===== config.mk =====
export PLATFORM = sky130hd
export DESIGN_NAME = reciprocal_newton_raphson_fixedpoint
export DESIGN_NICKNAME = d
export VERILOG_FILES = /design/src/rtl/reciprocal_newton_raphson_fixedpoint.sv
export SDC_FILE = /design/constraint.sdc
export NUM_CORES = 2
export LEC_CHECK = 0
export BUFFER_PORTS_ARGS = -buffer_cell sky130_fd_sc_hd__buf_2
export CORE_MARGIN = 2
export CORE_UTILIZATION = 55
export DETAILED_ROUTE_END_ITERATION = 8
export HOLD_SLACK_MARGIN = 0.02
export PLACE_DENSITY = 0.8
export SLEW_MARGIN = 0
export SYNTH_ARGS = -nofsm -noshare
export SYNTH_HDL_FRONTEND = slang
export SYNTH_SLANG_ARGS = --single-unit
export TNS_END_PERCENT = 100

===== constraint.sdc =====
create_clock -name clk -period 10.45 [get_ports clk]
set_input_delay 1.5675 -clock clk [delete_from_list [all_inputs] [get_ports clk]]
set_output_delay 1.5675 -clock clk [all_outputs]
set_load 0.01 [all_outputs]

===== src/rtl/reciprocal_newton_raphson_fixedpoint.sv =====
// Sequential unsigned Q(N-M).M reciprocal: leading-one normalisation, linear seed,
// then ITERATIONS Newton-Raphson steps on a single shared multiplier.
module reciprocal_newton_raphson_fixedpoint #(
    parameter int unsigned N          = 16,
    parameter int unsigned M          = 8,
    parameter int unsigned ITERATIONS = 4
) (
    input  logic         clk,
    input  logic         rst,
    input  logic         start,
    input  logic [N-1:0] X,
    output logic [N-1:0] reciprocal_result,
    output logic         ready
);

    localparam int unsigned F       = 2 * N;
    localparam int unsigned YW      = F + 2;
    localparam int unsigned MW      = 2 * F + 2;
    localparam int unsigned PW      = $clog2(N);
    localparam int unsigned IW      = $clog2(ITERATIONS + 1);
    localparam int unsigned CW      = F + 8;
    localparam int unsigned RW      = F + N + 2;
    localparam int unsigned SW      = $clog2(RW) + 1;
    localparam int unsigned RS_BASE = F + 1 - 2 * M;

    // Seed constants 48/17 and 32/17, rounded to F fractional bits
    localparam logic [CW-1:0] C48_FULL = ((CW'(48) << F) + CW'(8)) / CW'(17);
    localparam logic [CW-1:0] C32_FULL = ((CW'(32) << F) + CW'(8)) / CW'(17);
    localparam logic [YW-1:0] C48      = C48_FULL[YW-1:0];
    localparam logic [YW-1:0] C32      = C32_FULL[YW-1:0];
    localparam logic [YW-1:0] TWO      = YW'(1) << (F + 1);
    localparam logic [RW-1:0] MAXV     = RW'({N{1'b1}});

    typedef enum logic [2:0] {
        IDLE, NORM, SEED, ITER_A, ITER_B, DENORM, DONE
    } state_t;

    state_t          state_q, state_d;
    logic [N-1:0]    x_q, x_d;
    logic [PW-1:0]   p_q, p_d;
    logic [F-1:0]    d_q, d_d;
    logic [YW-1:0]   y_q, y_d;
    logic [YW-1:0]   t_q, t_d;
    logic [IW-1:0]   iter_q, iter_d;
    logic [N-1:0]    res_q, res_d;
    logic            ready_q, ready_d;

    logic [PW-1:0]   p_c;
    logic [F+N-1:0]  xs_c;
    logic [F-1:0]    d_c;
    logic [YW-1:0]   a_c, b_c;
    logic [MW-1:0]   prod_c;
    logic [YW-1:0]   prod_hi_c;
    logic [SW-1:0]   rs_c;
    logic [RW-1:0]   half_c;
    logic [RW-1:0]   rnd_c;
    logic [N-1:0]    res_c;

    // Leading-one position of the latched operand
    always_comb begin
        p_c = '0;
        for (int i = 0; i < int'(N); i++) begin
            if (x_q[i]) p_c = PW'(i);
        end
    end

    assign xs_c = {x_q, {F{1'b0}}};
    assign d_c  = F'((xs_c >> p_c) >> 1);

    // Shared multiplier: C32*d in SEED, d*y in ITER_A, y*t in ITER_B
    always_comb begin
        a_c = y_q;
        b_c = YW'(d_q);
        if (state_q == SEED)   a_c = C32;
        if (state_q == ITER_B) b_c = t_q;
    end

    assign prod_c    = MW'(a_c) * MW'(b_c);
    assign prod_hi_c = YW'(prod_c >> F);

    // Denormalise by 2^(2M-p-1), round to nearest, saturate
    assign rs_c   = SW'(RS_BASE) + SW'(p_q);
    assign half_c = RW'(1) << (rs_c - SW'(1));
    assign rnd_c  = (RW'(y_q) + half_c) >> rs_c;
    assign res_c  = ((x_q == '0) || (rnd_c > MAXV)) ? {N{1'b1}} : rnd_c[N-1:0];

    always_comb begin
        state_d = state_q;
        x_d     = x_q;
        p_d     = p_q;
        d_d     = d_q;
        y_d     = y_q;
        t_d     = t_q;
        iter_d  = iter_q;
        res_d   = res_q;
        ready_d = ready_q;
        case (state_q)
            IDLE, DONE: begin
                if (start) begin
                    x_d     = X;
                    ready_d = 1'b0;
                    state_d = NORM;
                end
            end
            NORM: begin
                p_d     = p_c;
                d_d     = d_c;
                iter_d  = '0;
                state_d = SEED;
            end
            SEED: begin
                y_d     = C48 - prod_hi_c;
                state_d = ITER_A;
            end
            ITER_A: begin
                t_d     = TWO - prod_hi_c;
                state_d = ITER_B;
            end
            ITER_B: begin
                y_d = prod_hi_c;
                if (iter_q == IW'(ITERATIONS - 1)) begin
                    state_d = DENORM;
                end else begin
                    iter_d  = iter_q + IW'(1);
                    state_d = ITER_A;
                end
            end
            DENORM: begin
                res_d   = res_c;
                ready_d = 1'b1;
                state_d = DONE;
            end
            default: state_d = IDLE;
        endcase
    end

    always_ff @(posedge clk or negedge rst) begin
        if (!rst) begin
            state_q <= IDLE;
            x_q     <= '0;
            p_q     <= '0;
            d_q     <= '0;
            y_q     <= '0;
            t_q     <= '0;
            iter_q  <= '0;
            res_q   <= '0;
            ready_q <= 1'b0;
        end else begin
            state_q <= state_d;
            x_q     <= x_d;
            p_q     <= p_d;
            d_q     <= d_d;
            y_q     <= y_d;
            t_q     <= t_d;
            iter_q  <= iter_d;
            res_q   <= res_d;
            ready_q <= ready_d;
        end
    end

    assign reciprocal_result = res_q;
    assign ready             = ready_q;

endmodule


Word-level counts from Yosys, hierarchy flattened:

Index checks and enable logic that the tools add are counted.

* add/sub/neg operators: 6
* $mul: 1
* div/mod/pow operators: 0
* order comparisons: 1
* equality and inequality tests: 9
* shift-type cells: 3
* multiplexer cells: 26
* bitwise gates (word level): 0
* reductions and logical operators: 10

Operators with widths (number)
* $mux W34: 2
* $pmux W34 S2: 1
* $sub A34 B34 Y34 const A: 2
* $mul A34 B34 Y66: 1
* $add A34 B50 Y50: 1
* $gt A50 B16 Y1 const B: 1
* $shl A1 B7 Y50 const A: 1
* $shr A50 B6 Y50: 1
* $shr A48 B4 Y33: 1
* $mux W4: 11
* $pmux W3 S6: 1
* $logic_not A16 Y1: 1
* $mux W16: 1
* $mux W3: 4
* $eq A3 B2 Y1 const B: 3
* $eq A3 B3 Y1 const B: 3
* $sub A6 B1 Y7 const B: 1
* $add A5 B4 Y6 const A: 1
* $pmux W3 S2: 1
* $reduce_and A2 Y1: 3
* $reduce_bool A2 Y1: 3
* $mux W2: 2
* $ne A2 B2 Y1 const B: 2
* $add A3 B1 Y3 const B: 1
* other kinds (6): 7

* bits in registers: 143
* bits in latches: 0
* bits in writable memories: 0
* memory bits (read-only): 0
* output and inout bits: 17
* memories: 0

Logic depth before layout (Yosys ltp):

* depth after elaboration: 16
* gate-level depth with buffers: 42
* gate-level depth less buffers: 36

Least setup slack after synthesis:

Ideal clock, no wire load.

* path type: reg-to-reg
* start: register state_q[2]
* end: register y_q[30]
* library setup time: 0.137 ns
* arrival time: 9.993 ns
* required time: 10.313 ns
* path slack: 0.320 ns
* stages on the path, launching flop included: 38
* path buffers: 4
* clock period less this slack: 10.130 ns
* cells stage by stage: dfrtp_1 clkbuf_1 or3b_2 clkbuf_1 mux2i_1 clkbuf_1 nor2_1 fa_1 fa_1 inv_1 fa_1 inv_1 fa_1 inv_1 fa_1 inv_1 fa_1 fa_1 [2 not listed] inv_1 ha_1 a21oi_1 o21ai_0 a21o_1 a221o_1 a311oi_1 or2_2 clkbuf_1 ha_1 o32ai_1 and3_1 o21a_1 o2111a_1 o41ai_2 o2bb2ai_1 mux2i_1 a21oi_1

* cells in the longest elaborated chain, start to end: 5

Ends and longest elaborated chain
* from (decl): RTL line 38 `state_t state_q, state_d;`
* from (signal assigned): RTL line 149 `state_q <= state_d;`
* $eq A3 B2 Y1 / $eq A3 B3 Y1 (equally long branches): RTL line 74, 97, 75
* $mux W34 (on tied branches): RTL line 74, 75
* $mul A34 B34 Y66: RTL line 78 `assign prod_c = MW'(a_c) * MW'(b_c);`
* $sub A34 B34 Y34: RTL line 112 `y_d = C48 - prod_hi_c;`
* $pmux W34 S2: RTL line 97 `case (state_q)`
* to (signal assigned): RTL line 153 `y_q <= y_d;`
* to (decl): RTL line 42 `logic [YW-1:0] y_q, y_d;`

Several ways; a longest one is shown, not always the timed one.
A chain may end at the register's enable or synchronous reset.

Worst setup path in the final report:

* start: register state_q[0]
* end: register y_q[31]

The elaborated chain is that of the path after synthesis.

==> summary.md <==
| Metric | Value |
|---|---|
| Routed wire per std cell | 24.3 µm |
| Worst-Skew Late Latency | 0.44 ns |
| Core Area | between 80000 and 90000 µm² |
| Die area | roughly 85000 µm² |
| Post-synth EDFFs | 0 |
| Cell Area, Synth | 45200 µm² |
| Placement Setup Slack | -0.203 ns |
| Iter 0 DRT Violations | 4491 |
| Die H | roughly 290 µm |
| Worst-path clk slew | approximately 0.060 ns |
| Total GRT Usage | 0.381 |
| Std cell rows | 105 |
| Share of cells above drive strength 1 | 0.100 |
| Vias/cell | 5.98 |
| Status | complete, no violations |
| Final Slew Violations | 0 |
| Post-DP HPWL | 130000 µm |
| Kind of critical path | reg2reg |
| Worst-Margin Slew | between 1 and 1.5 ns |
| Slowest cell delay on critical path | 0.67 ns |
| Via Count | 39155 |
| Slew HR | 0.239 |
| Met2 wire len | approximately 68000 µm |
| Largest net degree at the start of global routing | 67 |
| Synth Area per Inst | roughly 8.4 µm² |
| Final hold violations | 0 |
| Placed cell areas | 48200 µm² |
| DR top layer | met5 |
| DRC Markers | 0 |
| Startpoint types | flop |
| Post-synthesis cell count | 5377 |
| H-Tree Depth | 4 |
| Max-cap violations | 0 |
| Syn Nets | 6700 |
| Met3 wire length | 23200 µm |
| Synth warnings | 0 |
| Post-layout util | 0.607 |
| Ports | 36 |
| HP Class | reg2reg |
| Final Cell Area | between 40000 and 50000 µm² |
| Sequential area share after synthesis | 0.0703 |
| Setup-failing EPs final | 0 |
| DIE WIDTH | 291 µm |
| Post-layout nets | about 6800 |
| CTS tree | yes |
| FFs w/ async S/R, synth | 1.00 |
| Vias in the first global route | roughly 41000 |
| Crit. End Element | flop |
| Top_reg_cell synth | dfrtp_1 |
| Root Driver | clkbuf_16 |
| Initial Util | 0.553 |
| Part of the cycle the worst path needs | 0.988 |
| WL final | between 150000 and 200000 µm |
| GPL Wtd Cong | 1.09 |
| Max frequency | 96.9 MHz |
| CTS sink cnt | 127 |
| Dominant cell type by area after synthesis | fa_1 |
| Layout area overhead | 9.64% |
| Top cells by count, synth | 1127 x inv_1, 1019 x fa_1, 858 x nand2_1 |
| Max Fanout on Critical Path | 15 |
| Most numerous cell in the Yosys netlist | inv_1 |
| Antenna violations before repair | 8 |
| Hold Buf Count CTS | 0 |
| First-pass GRT wire length | about 240000 µm |
| Synth top area share | 0.451 |
| Global route total overflow | 0 |
| Min Tclk post-route | approximately 10 ns |
| Worst EP required | 10.79 ns |
| RSZ-0062 raised after global routing | true |
| Top post-synthesis cells by area | fa_1 45%, inv_1 9.4%, ha_1 7.9% |
| Slowest stage cell, crit path | fa_1 |
| Final worst slack | between 0.1 and 0.15 ns |
| Cts bufs inserted | 17 |
| R2R setup slack | 0.12 ns |
| Yosys cell types | 88 |
| Crit path DAT | 10.66 ns |
| ANT nets after route | 0 |
| IO buf count | 35 |
| Number of synthesized register bits | roughly 130 |
| Most used cell, CP | fa_1 |
| Router iterations before antenna repair | 6 |
| Fin Clk Skew | slightly above 0.007 ns |
| M1 WL | roughly 55000 µm |
| Setup TNS | 0 ns |
| Max Root-Sink Buffers | 2 |
==> sequential cells by signal, indices dropped and copies added (netlist names) <==
signal             count
state_q                3
reciprocal_result     16
x_q                   16
t_q                   34
ready                  1
iter_q                 3
p_q                    4
d_q                   16
y_q                   34
==> per-stage QoR <==
step,hold slack [ns],cells
after global routing,0.502,6552
after CTS,0.484,6511
after detailed placement,0.469,6479
after global placement,0.462,6478
final,0.481,6552
after floorplan,0.450,5377
==> cells by family after synthesis <==
family	share of synthesized area
multiplexers	0.0227
buffers and inverters	0.118
AND/OR/NAND/NOR	0.166
AO/OA/AOI/OAI	0.0732
adder cells (fa/ha/maj)	0.530
XOR/XNOR	0.0201
flip-flops	0.0703
==> worst paths after layout <==
kind | from | endpoint | depth (start not counted)
max in group asynchronous | rst | state_q[0] | 2
min | d_q[26] | d_q[26] | 1
min in group asynchronous | rst | t_q[31] | 1
max | state_q[0] | y_q[31] | 34
min reg2reg | d_q[26] | d_q[26] | 1
max reg2reg | state_q[0] | y_q[31] | 34
==> worst max-delay path: cells and delay by family, from the launching register on <==
| kind | cells | cell delay [ns] |
|---|---|---|
| XOR/XNOR | 1 | 0.17 |
| flip-flops | 1 | 0.46 |
| adder cells (fa/ha/maj) | 9 | 4.78 |
| AND/OR/NAND/NOR | 10 | 2.09 |
| buffers and inverters | 9 | 1.15 |
| AO/OA/AOI/OAI | 5 | 1.56 |
==> routing by layer <==
layer  vias up  GRT usage
met5         -          0
met4         2      0.223
met3       664      0.122
met2      2798      0.579
met1     19322      0.480
li1      16369          -
==> area by class of cell <==
class | instances | area, µm²
Multi-Input combinational cell | 3834 | 37200
Inverter | 1127 | 4230
Clock buffer | 20 | 447
Fill cell | 6994 | 32100
Timing Repair Buffer | 358 | 3050
Clock inverter | 12 | 126
Sequential cell | 127 | 3180
Tap cell | 1070 | 1340
Antenna cell | 4 | 10.0
==> cell usage in the layout, fill, tap and decap left out, types with 20 or more instances in the layout <==
cell       Yosys  final
xor2_1        23     23
clkbuf_16      0     20
nor2_1       679    672
nand4_1       29     29
fa_1        1019   1013
nand3_1       41     41
inv_1       1127   1127
a21oi_1      146    137
buf_2          0     36
nand2_1      858    845
mux2i_1       69     60
a21o_1        26     26
buf_4          0    277
and2_1        43     34
o21ai_0      108    106
dfrtp_1      127    124
xnor2_1       76     75
o22ai_1       29     29
mux2_2        26     26
buf_12         0     26
ha_1         285    274
nor3_1        39     35
nand2b_1      31     27
==> what timing repair did <==
action                     in CTS  in global routing
pin swaps                       0                 18
gates resized for setup        14                115
gates cloned                    0                  7
buffers inserted                0                 30
setup endpoints to repair      13                 37
Power is left out: the tool's default activity adds up to more than one toggle a clock period on the data nets, which glitch-free logic cannot reach.
